--- config.mk ---
export PLATFORM = sky130hd
export DESIGN_NAME = spi_master_arbiter
export DESIGN_NICKNAME = d
export VERILOG_FILES = /design/src/rtl/spi_pkg.sv /design/src/rtl/spi_rr_pick.sv /design/src/rtl/spi_master_arbiter.sv
export SDC_FILE = /design/constraint.sdc
export NUM_CORES = 1
export LEC_CHECK = 0
export CAP_MARGIN = 20
export CORE_AREA = 2 2 161 163
export DETAILED_ROUTE_END_ITERATION = 6
export DIE_AREA = 0 0 163 165
export GPL_TIMING_DRIVEN = 1
export PLACE_DENSITY = 0.69
export SETUP_SLACK_MARGIN = 0.4
export SYNTH_ARGS = -nofsm -noshare
export SYNTH_HDL_FRONTEND = slang
export SYNTH_SLANG_ARGS = --single-unit
--- constraint.sdc ---
create_clock -name clk -period 2.3 [get_ports clk]
set_input_delay 0.23 -clock clk [delete_from_list [all_inputs] [get_ports clk]]
set_output_delay 0.23 -clock clk [all_outputs]
set_load 0.005 [all_outputs]
--- src/rtl/spi_pkg.sv ---
// Shared types and defaults for the SPI master arbiter and related shared-bus logic.
package spi_pkg;
  localparam int DW_DEF      = 64;
  localparam int BW_DEF      = 3;
  localparam int TIMEOUT_DEF = 4095;
  localparam int CNT_W       = 16;

  typedef enum logic [1:0] {
    ST_IDLE    = 2'd0,
    ST_START   = 2'd1,
    ST_WAIT    = 2'd2,
    ST_RELEASE = 2'd3
  } state_t;

  function automatic int idx_w(input int n);
    return (n > 1) ? $clog2(n) : 1;
  endfunction
endpackage

--- src/rtl/spi_rr_pick.sv ---
// Combinational round-robin pick: first set request at or after rr_ptr, wrapping modulo NREQ.
module spi_rr_pick
  import spi_pkg::*;
#(
  parameter int NREQ = 3,
  parameter int IW   = idx_w(NREQ)
) (
  input  logic [NREQ-1:0] req,
  input  logic [IW-1:0]   rr_ptr,
  output logic [NREQ-1:0] onehot,
  output logic [IW-1:0]   index,
  output logic            any
);
  int pos;

  // Walk from the farthest offset down so the nearest request to rr_ptr wins.
  always_comb begin
    onehot = '0;
    index  = '0;
    any    = 1'b0;
    pos    = 0;
    for (int k = NREQ - 1; k >= 0; k--) begin
      pos = int'(rr_ptr) + k;
      if (pos >= NREQ) pos = pos - NREQ;
      if (req[pos]) begin
        onehot      = '0;
        onehot[pos] = 1'b1;
        index       = IW'(pos);
        any         = 1'b1;
      end
    end
  end
endmodule

--- src/rtl/spi_master_arbiter.sv ---
// Round-robin sharing of one SPI master engine among NREQ requesters, one transaction per grant.
//   state   | meaning
//   IDLE    | arbitrate when a request is pending and the master is not busy
//   START   | winner latched; start pulse issued on the following cycle, timer cleared
//   WAIT    | count until master finished or timeout
//   RELEASE | done pulse to owner, advance round-robin pointer
module spi_master_arbiter
  import spi_pkg::*;
#(
  parameter int NREQ    = 3,
  parameter int DW      = DW_DEF,
  parameter int BW      = BW_DEF,
  parameter int TIMEOUT = TIMEOUT_DEF
) (
  input  logic              clk,
  input  logic              rst_n,
  input  logic [NREQ-1:0]   req,
  input  logic [NREQ*DW-1:0] req_data,
  input  logic [NREQ*BW-1:0] req_bytes,
  output logic [NREQ-1:0]   grant,
  output logic [NREQ-1:0]   done,
  output logic              err,
  output logic [DW-1:0]     rd_data,
  output logic              spi_start,
  output logic [DW-1:0]     spi_data,
  output logic [BW-1:0]     spi_bite_num,
  input  logic              spi_busy,
  input  logic              spi_finished,
  input  logic [DW-1:0]     spi_rd_data
);
  localparam int IW = idx_w(NREQ);
  localparam logic [CNT_W-1:0] TO_LAST = CNT_W'(TIMEOUT - 1);

  state_t           state, state_nxt;
  logic [CNT_W-1:0] cnt;
  logic [IW-1:0]    rr_ptr, owner;
  logic [NREQ-1:0]  pick_onehot;
  logic [IW-1:0]    pick_index;
  logic             pick_any;
  logic             arb;
  logic [DW-1:0]    sel_data;
  logic [BW-1:0]    sel_bytes;

  spi_rr_pick #(.NREQ(NREQ), .IW(IW)) u_pick (
    .req    (req),
    .rr_ptr (rr_ptr),
    .onehot (pick_onehot),
    .index  (pick_index),
    .any    (pick_any)
  );

  assign sel_data  = req_data[pick_index*DW +: DW];
  assign sel_bytes = req_bytes[pick_index*BW +: BW];
  assign arb       = (state == ST_IDLE) && pick_any && !spi_busy;
  assign done      = (state == ST_RELEASE) ? grant : '0;

  always_ff @(posedge clk or negedge rst_n) begin
    if (!rst_n) state <= ST_IDLE;
    else        state <= state_nxt;
  end

  always_comb begin
    state_nxt = state;
    case (state)
      ST_IDLE:    if (arb) state_nxt = (sel_bytes != '0) ? ST_START : ST_RELEASE;
      ST_START:   state_nxt = ST_WAIT;
      ST_WAIT:    if (spi_finished || cnt == TO_LAST) state_nxt = ST_RELEASE;
      ST_RELEASE: state_nxt = ST_IDLE;
      default:    state_nxt = ST_IDLE;
    endcase
  end

  // Start is registered so it lands one cycle after grant, aligned with the first WAIT cycle.
  always_ff @(posedge clk or negedge rst_n) begin
    if (!rst_n) begin
      grant        <= '0;
      owner        <= '0;
      rr_ptr       <= '0;
      cnt          <= '0;
      err          <= 1'b0;
      rd_data      <= '0;
      spi_start    <= 1'b0;
      spi_data     <= '0;
      spi_bite_num <= '0;
    end else begin
      spi_start <= (state == ST_START);
      case (state)
        ST_IDLE: begin
          if (arb) begin
            grant        <= pick_onehot;
            owner        <= pick_index;
            spi_data     <= sel_data;
            spi_bite_num <= sel_bytes;
            if (sel_bytes == '0) err <= 1'b1;
          end
        end
        ST_START: cnt <= '0;
        ST_WAIT: begin
          cnt <= cnt + 1'b1;
          if (spi_finished) begin
            rd_data <= spi_rd_data;
            err     <= 1'b0;
          end else if (cnt == TO_LAST) begin
            err <= 1'b1;
          end
        end
        ST_RELEASE: begin
          grant  <= '0;
          rr_ptr <= (owner == IW'(NREQ - 1)) ? '0 : owner + 1'b1;
        end
        default: ;
      endcase
    end
  end
endmodule

==> run summary, run 1 <==
Number of global-route vias before repair: 7,252
Clock Sinks: 158
Vias post-DR: 7,311
Clk_skew: 0.01009 ns
Total GRT Usage: 18.83%
Worst Path Required: 2.64 ns
Final wirelength: 26.84 mm
Most common cell after layout, fill and taps aside: clkdlybuf4s50_1
Syn Std Cell Area: 7929 µm²
Synth area leader: dfrtp_1
Avg Vias per Cell: 4.684
Clk buf depth: 2
Clock transition at path regs: 0.07 ns
Fin worst setup slack: -0.1342 ns
Syn. warnings: 0
Cells after synthesis: 759
Final GP Congestion: 0.8471
Worst-Skew Late Latency: 0.42 ns
DR WL met3: 1.801 mm
FP Rows: 58
Routed len/inst: 17.20 µm
Leakage: 5.869 nW
Fin crit period: 2.434 ns
Synth top area cells: dfrtp_1 (50%), mux2_2 (9.5%), mux2i_1 (9.3%), a21oi_1 (4.3%), nand2_1 (4.0%)
Die Ht: 165 µm
Commonest non-fill, non-tap cells in the layout: clkdlybuf4s50_1 (406), dfrtp_1 (156), nand2_1 (83)
Slowest stage delay, CP: 0.44 ns
Tightest Pin Transition: 0.4338 ns
WL met2: 13.42 mm
Reg power frac: 27.4%
DR pass1 iterations: 5
Comb power frac: 55.9%
Clock power frac: 16.7%
Die area: 26,900 µm²
Peak Freq: 410.8 MHz
CTS root buffer: clkbuf_16
Maximum Capacitance Violations: 0
CTS H-Tree Depth: 4
Number of synthesized register bits: 158
Ys async rst share: 100.0%
Crit path capture type: flop
RSZ-0062 raised after global routing: yes
Worst R2R Path Depth: 9
I/O Buffers: 410
Peak supply drop: 0.0004973 V
Initial core utilization: 31.67%
Final setup fails: 14
First-pass GRT wire length: 39.41 mm
Worst Hold Class: in -> async
Slowest CP cell: dfrtp_2
Wl on met1: 11.01 mm
Die width: 163 µm
HPWL after DPL: 19.96 mm
NetSw: 5.839 mW
Pint: 11.17 mW
Top-area cell type share of the netlist area: 49.87%
Fin nets: 1,499
Maximum fanout along the worst path: 7
Pre-CTS worst setup slack: -0.2174 ns
Post-layout util: 55.06%
Grt ovf: 0
Post-synth EDFFs: 0
Largest net degree at the start of global routing: 49
Critical path class: reg -> reg
Initial DRC Count: 349
Reg2Reg Setup Slack: -0.13 ns
CTS tree: built
DRC viols: 0
Failing checks: setup timing
Layout cells sized above 1: 17.40%
Boundary Pins: 411
CP Cell Sequence: ha_4 > mux2i_4 > mux2i_4 > o22ai_4 > buf_6 > mux2i_1 > a21oi_2 > a2111oi_4 > mux2i_1
Hold_ws: 0.3169 ns
CTS Buf Count: 17
Area Overhead vs Synth: 73.85%
Most used flip-flop cell after synthesis: dfrtp_1
Synth cell types: 52
P per Cell Area: 1234 nW/µm²
Capture point of the worst reg-to-reg path: err
CP Launch Point: rr_ptr[1]
Post-Syn Area per Cell: 10.45 µm²
Mapped Nets: 1,041
Max-slew violations: 0
Outcome: complete, but fails checks
Switching portion of total power: 34.32%
Slew HR: 71.08%
Critical Path Start Type: flop
Critical Path AT: 2.77 ns
Top layer in use: met5
Initial antenna violation count: 4
Fraction of the yosys area taken by sequential cells: 49.87%
Core ar.: 25,040 µm²
Reg-to-Reg Start: rr_ptr[1]
CP endpoint: err
Final Hold Viols: 0
ANT nets after route: 0
Fin crit share: 105.8%
[synth_stat cells (4+ instances only)]
cell	number
ha_1	10
a21oi_1	68
nand3_1	9
mux2i_1	74
buf_12	6
nand2b_1	5
dfrtp_1	158
xor2_1	8
inv_1	11
buf_1	4
buf_2	18
nand2_1	84
clkbuf_1	18
o21ai_0	28
mux2_2	67
nor2_1	84
o21ai_1	50
[power groups by stage]
stage | sequential, mW | combinational [mW] | clock (mW)
6_report | 4.65 | 9.52 | 2.84
5_1_grt | 4.81 | 10.3 | 3.05
4_1_cts | 4.66 | 9.15 | 2.93
3_5_place_dp | 4.69 | 8.80 | 0
3_3_place_gp | 4.64 | 8.69 | 0
2_1_floorplan | 4.73 | 4.48 | 0
[critical path, delay by kind of cell (launching register included)]
family / cells / cell delay (ns)
fa+ha+maj: 1 / 0.33
flops: 1 / 0.44
compound gates: 3 / 0.63
buf+inv: 1 / 0.15
mux: 4 / 0.80
[how the worst min path moves through the flow]
stage	start	endpoint	cells after the start
after floorplan	rst_n	cnt[0]	0
after global placement	rst_n	rd_data[37]	1
after global routing	rst_n	rd_data[29]	2
final	rst_n	rd_data[37]	2
after detailed placement	rst_n	rd_data[37]	1
after CTS	rst_n	rd_data[37]	2
[routing by layer]
layer | vias to the layer above | global-route usage, %
li1 | 3547 | -
met1 | 3477 | 23.44
met2 | 244 | 31.97
met3 | 37 | 4.947
met4 | 6 | 5.953
met5 | - | 0
[per-stage QoR]
step	std cells	power, mW	instance area, µm²	setup TNS [ns]
finish	1561	17.01	13780	-0.4342
global route	1560	18.19	13780	-6.047
detailed placement	1503	13.49	12720	-9.345
CTS	1542	16.75	13500	-0.9167
floorplan	759	9.209	7953	0
global placement	1503	13.33	12720	-5.812
[cell type report]
| cell class | count | area (µm²) |
|---|---|---|
| antenna | 1 | 2.502 |
| clock buffer | 20 | 456.7 |
| clock inverter | 12 | 125.1 |
| fill | 2246 | 11250 |
| inverter | 11 | 45.04 |
| multi-input combinational | 540 | 3764 |
| sequential | 158 | 3956 |
| tap | 330 | 412.9 |
| timing repair buffer | 489 | 5022 |
[cells by family after synthesis]
kind of cell	Yosys count	synth area share, %
adder cells (fa/ha/maj)	10	1.578
AO/OA/AOI/OAI	172	12.64
XOR/XNOR	10	1.105
flip-flops	158	49.87
buffers and inverters	61	4.734
AND/OR/NAND/NOR	206	10.94
multiplexers	142	19.14
[state kept, by name, summed over array words and instances, names as in the netlist]
register and flops:
grant 3, cnt 16, err 1, rd_data 64, spi_data 64, spi_bite_num 3, spi_start 1, state 2
owner 2, rr_ptr 2
[what timing repair did]
item	CTS	global route
gates resized for setup	24	19
setup endpoints to repair	81	81
setup buffers	5	14
hold buffers	1	0
endpoints found under the hold margin	39	0
gates cloned	1	4
pin swaps	6	9
No activity file was read; power rests on OpenSTA's default activity.
==> run 2, diff against run 1 <==
- ABC_AREA: default -> 1
- ABC_CLOCK_PERIOD_IN_PS: default -> 2300
- CORE_AREA: 2 2 161 163 -> 2 2 160 162
- DIE_AREA: 0 0 163 165 -> 0 0 162 164
==> run 2 against run 1 <==
- the flow now finishes without violations
- synthesized cell count up 6.1%
- power up 18%
- hold slack better by 0.010 ns
- worst setup slack better by 0.15 ns
==> run summary, run 2 <==
Reg power frac: 23.8% (-3.6 points)
Cells after synthesis: 805 (+6.1%)
Top-area cell type share of the netlist area: 50.31% (+0.44 points)
Mapped Nets: 1,087 (+4.4%)
Commonest non-fill, non-tap cells in the layout: clkdlybuf4s50_1 (406), dfrtp_1 (157), a21oi_1 (124)
Clk buf depth: 2 (unchanged)
Maximum Capacitance Violations: 0 (unchanged)
Synth cell types: 38 (-27%)
RSZ-0062 raised after global routing: yes
Syn. warnings: 0 (unchanged)
Switching portion of total power: 39.09% (+4.8 points)
Largest net degree at the start of global routing: 65 (+33%)
Synth top area cells: dfrtp_1 (50%), mux2_2 (9.2%), a21oi_1 (9.0%), o211ai_1 (5.2%), or2_2 (4.2%)
Top Family by Delay on Critical Path: buffers and inverters
Top Registers: rd_data x64, spi_data x64, cnt x16
Worst Path Required: 2.64 ns (about the same)
Number of global-route vias before repair: 7,837 (+8.1%)
Clk_skew: 0.01864 ns (+0.008550 ns)
Most used flip-flop cell after synthesis: dfrtp_1
CTS tree: built
CP Buf/Inv Count: 6 (+5)
Final wirelength: 31.60 mm (+18%)
Fin crit share: 99.45% (-6.4 points)
First-pass GRT wire length: 43.83 mm (+11%)
Worst-Skew Late Latency: 0.43 ns (about the same)
Die area: 26,570 µm² (-1.2%)
P per Cell Area: 1409 nW/µm² (+14%)
Initial antenna violation count: 2 (-2)
Initial core utilization: 31.66% (about the same)
Area Overhead vs Synth: 81.13%
FP Rows: 58 (unchanged)
Most common cell after layout, fill and taps aside: clkdlybuf4s50_1
Pint: 12.22 mW (+9.4%)
ANT nets after route: 0 (unchanged)
Slowest stage delay, CP: 0.40 ns (-0.04 ns)
Synth area leader: dfrtp_1
Core ar.: 24,820 µm² (-0.87%)
Number of synthesized register bits: 158 (unchanged)
Clock transition at path regs: 0.08 ns (about the same)
Total GRT Usage: 21.52% (+2.7 points)
Clock Sinks: 158 (unchanged)
Fin crit period: 2.287 ns (-0.1469 ns)
Critical path class: reg -> reg
I/O Buffers: 410 (unchanged)
Post-Syn Area per Cell: 9.762 µm² (-6.5%)
Die Ht: 164 µm (-0.61%)
Tightest Pin Transition: 0.6475 ns (+0.2137 ns)
Final Hold Viols: 0 (unchanged)
Die width: 162 µm (-0.61%)
Peak supply drop: 0.0007978 V (+60%)
Fraction of the yosys area taken by sequential cells: 50.31% (+0.44 points)
DRC viols: 0 (unchanged)
Max-slew violations: 0 (unchanged)
Routed len/inst: 19.75 µm (+15%)
Maximum fanout along the worst path: 8 (+1)
Ys async rst share: 100.0% (unchanged)
Post-layout util: 57.36% (+2.3 points)
NetSw: 7.843 mW (+34%)
Cell with the most instances after synthesis: dfrtp_1
Avg Vias per Cell: 4.951 (+5.7%)
Syn Std Cell Area: 7859 µm² (-0.88%)
Leakage: 5.939 nW (+1.2%)
Slowest CP cell: dfrtp_1
CP Cell Sequence: buf_4 > ha_4 > inv_4 > nand3_2 > nand2_2 > inv_4 > nand4_1 > nand2_2 > nor2_4 > buf_6 > buf_12 > buf_12 > nor2_1 > a31oi_1
Final setup TNS: 0 ns (+0.4342 ns)
Post-synth EDFFs: 0 (unchanged)
Initial DRC Count: 400 (+15%)
Critical Path AT: 2.62 ns (-0.15 ns)
Crit path capture type: flop
Layout cells sized above 1: 26.18% (+8.8 points)
DR pass1 iterations: 4 (-1)
Comb power frac: 61.9% (+6.0 points)
Top cells by count, synth: dfrtp_1 (158), a21oi_1 (142), nor2_1 (84), mux2_2 (64), nand2_1 (58)
Hold_ws: 0.3273 ns (+0.01032 ns)
Worst Hold Class: in -> async
Boundary Pins: 411 (unchanged)
Vias post-DR: 7,922 (+8.4%)
CTS H-Tree Depth: 4 (unchanged)
Peak Freq: 437.2 MHz (+6.4%)
Outcome: complete, no violations
Slew HR: 56.83% (-14 points)
Clock power frac: 14.3% (-2.4 points)
Fin nets: 1,537 (+2.5%)
Grt ovf: 0 (unchanged)
CTS Buf Count: 17 (unchanged)
Final GP Congestion: 0.8539 (+0.80%)
HPWL after DPL: 20.84 mm (+4.4%)
Final setup fails: 0 (-14)
Critical Path Start Type: flop
CTS root buffer: clkbuf_16
-- run 2: cell count changes after synthesis, sizes merged, moves of 5 or more --
cell and change:
or2 +62, nand2b -5, a21oi +72, xor2 -7
inv +24, nand3 +13, mux2i -75, o211ai +63
nand2 -16, o21ai -58
-- run 2: worst register-to-register path: cells and delay by family, from the launching register on --
kind / cells / cell delay [ns]
simple gates: 6 / 0.65
buf+inv: 6 / 0.75
flops: 1 / 0.40
compound gates: 1 / 0.20
fa+ha+maj: 1 / 0.19
-- run 2: cell families after synthesis --
group                      after synthesis  share of synthesized area [%]
DFF                                    158                          50.31
muxes                                   64                          9.170
and+or+nand+nor                        253                          15.49
xor gates and xnor gates                 1                         0.1115
adders and majority gates               10                          1.592
buffers and inverters                   85                          5.461
AOI/OAI and AO/OA                      234                          17.86
-- run 2: worst paths after layout --
kind / from / end / slack (ns) / cells past startpoint
min in group clk: spi_rd_data[17] / rd_data[17] / 0.41 / 2
max reg2reg: rr_ptr[0] / owner[0] / 0.01 / 14
min reg2reg: err / err / 0.49 / 2
max: rr_ptr[0] / owner[0] / 0.01 / 14
max in group asynchronous: rst_n / rd_data[49] / 1.14 / 3
min: rst_n / spi_data[8] / 0.33 / 2
-- run 2: layout make-up --
class | instances | area, µm²
fill | 2143 | 10580
timing repair buffer | 480 | 5111
multi-input combinational | 563 | 3986
sequential | 158 | 3955
clock buffer | 17 | 425.4
tap | 330 | 412.9
clock inverter | 15 | 170.2
inverter | 35 | 168.9
antenna | 2 | 5.005
-- run 2: power groups by stage --
| stage | combinational, mW | sequential [mW] | clock (mW) |
|---|---|---|---|
| detailed placement | 9.96 | 4.80 | 0 |
| global placement | 9.87 | 4.73 | 0 |
| floorplan | 5.22 | 4.82 | 0 |
| finish | 12.4 | 4.77 | 2.87 |
| global route | 13.3 | 4.94 | 3.09 |
| CTS | 10.9 | 4.75 | 2.96 |
-- run 2: layer usage --
layer / vias up / global-route usage (%) / wire (µm)
met5: - / 0 / 0
met4: 0 / 7.200 / 714
met3: 42 / 4.848 / 2122
met2: 328 / 38.99 / 16640
met1: 3846 / 25.14 / 12130
li1: 3706 / - / -
-- run 2: stage by stage --
step / cells / setup slack, ns / power (mW) / area (µm²)
floorplan: 805 / 0.3411 / 10.04 / 7895
global placement: 1524 / 0.09700 / 14.59 / 12510
detailed placement: 1524 / 0.09641 / 14.76 / 12510
CTS: 1575 / 0.1535 / 18.61 / 13480
global route: 1600 / -0.06951 / 21.36 / 14230
finish: 1600 / 0.01276 / 20.06 / 14230
-- run 2: what timing repair did --
item,4_1_cts,5_1_grt
gates cloned,5,9
hold buffers,1,0
hold endpoints to repair,57,0
resized for setup,43,128
endpoints found under the setup margin,83,91
pin swaps,15,45
buffers inserted,13,14
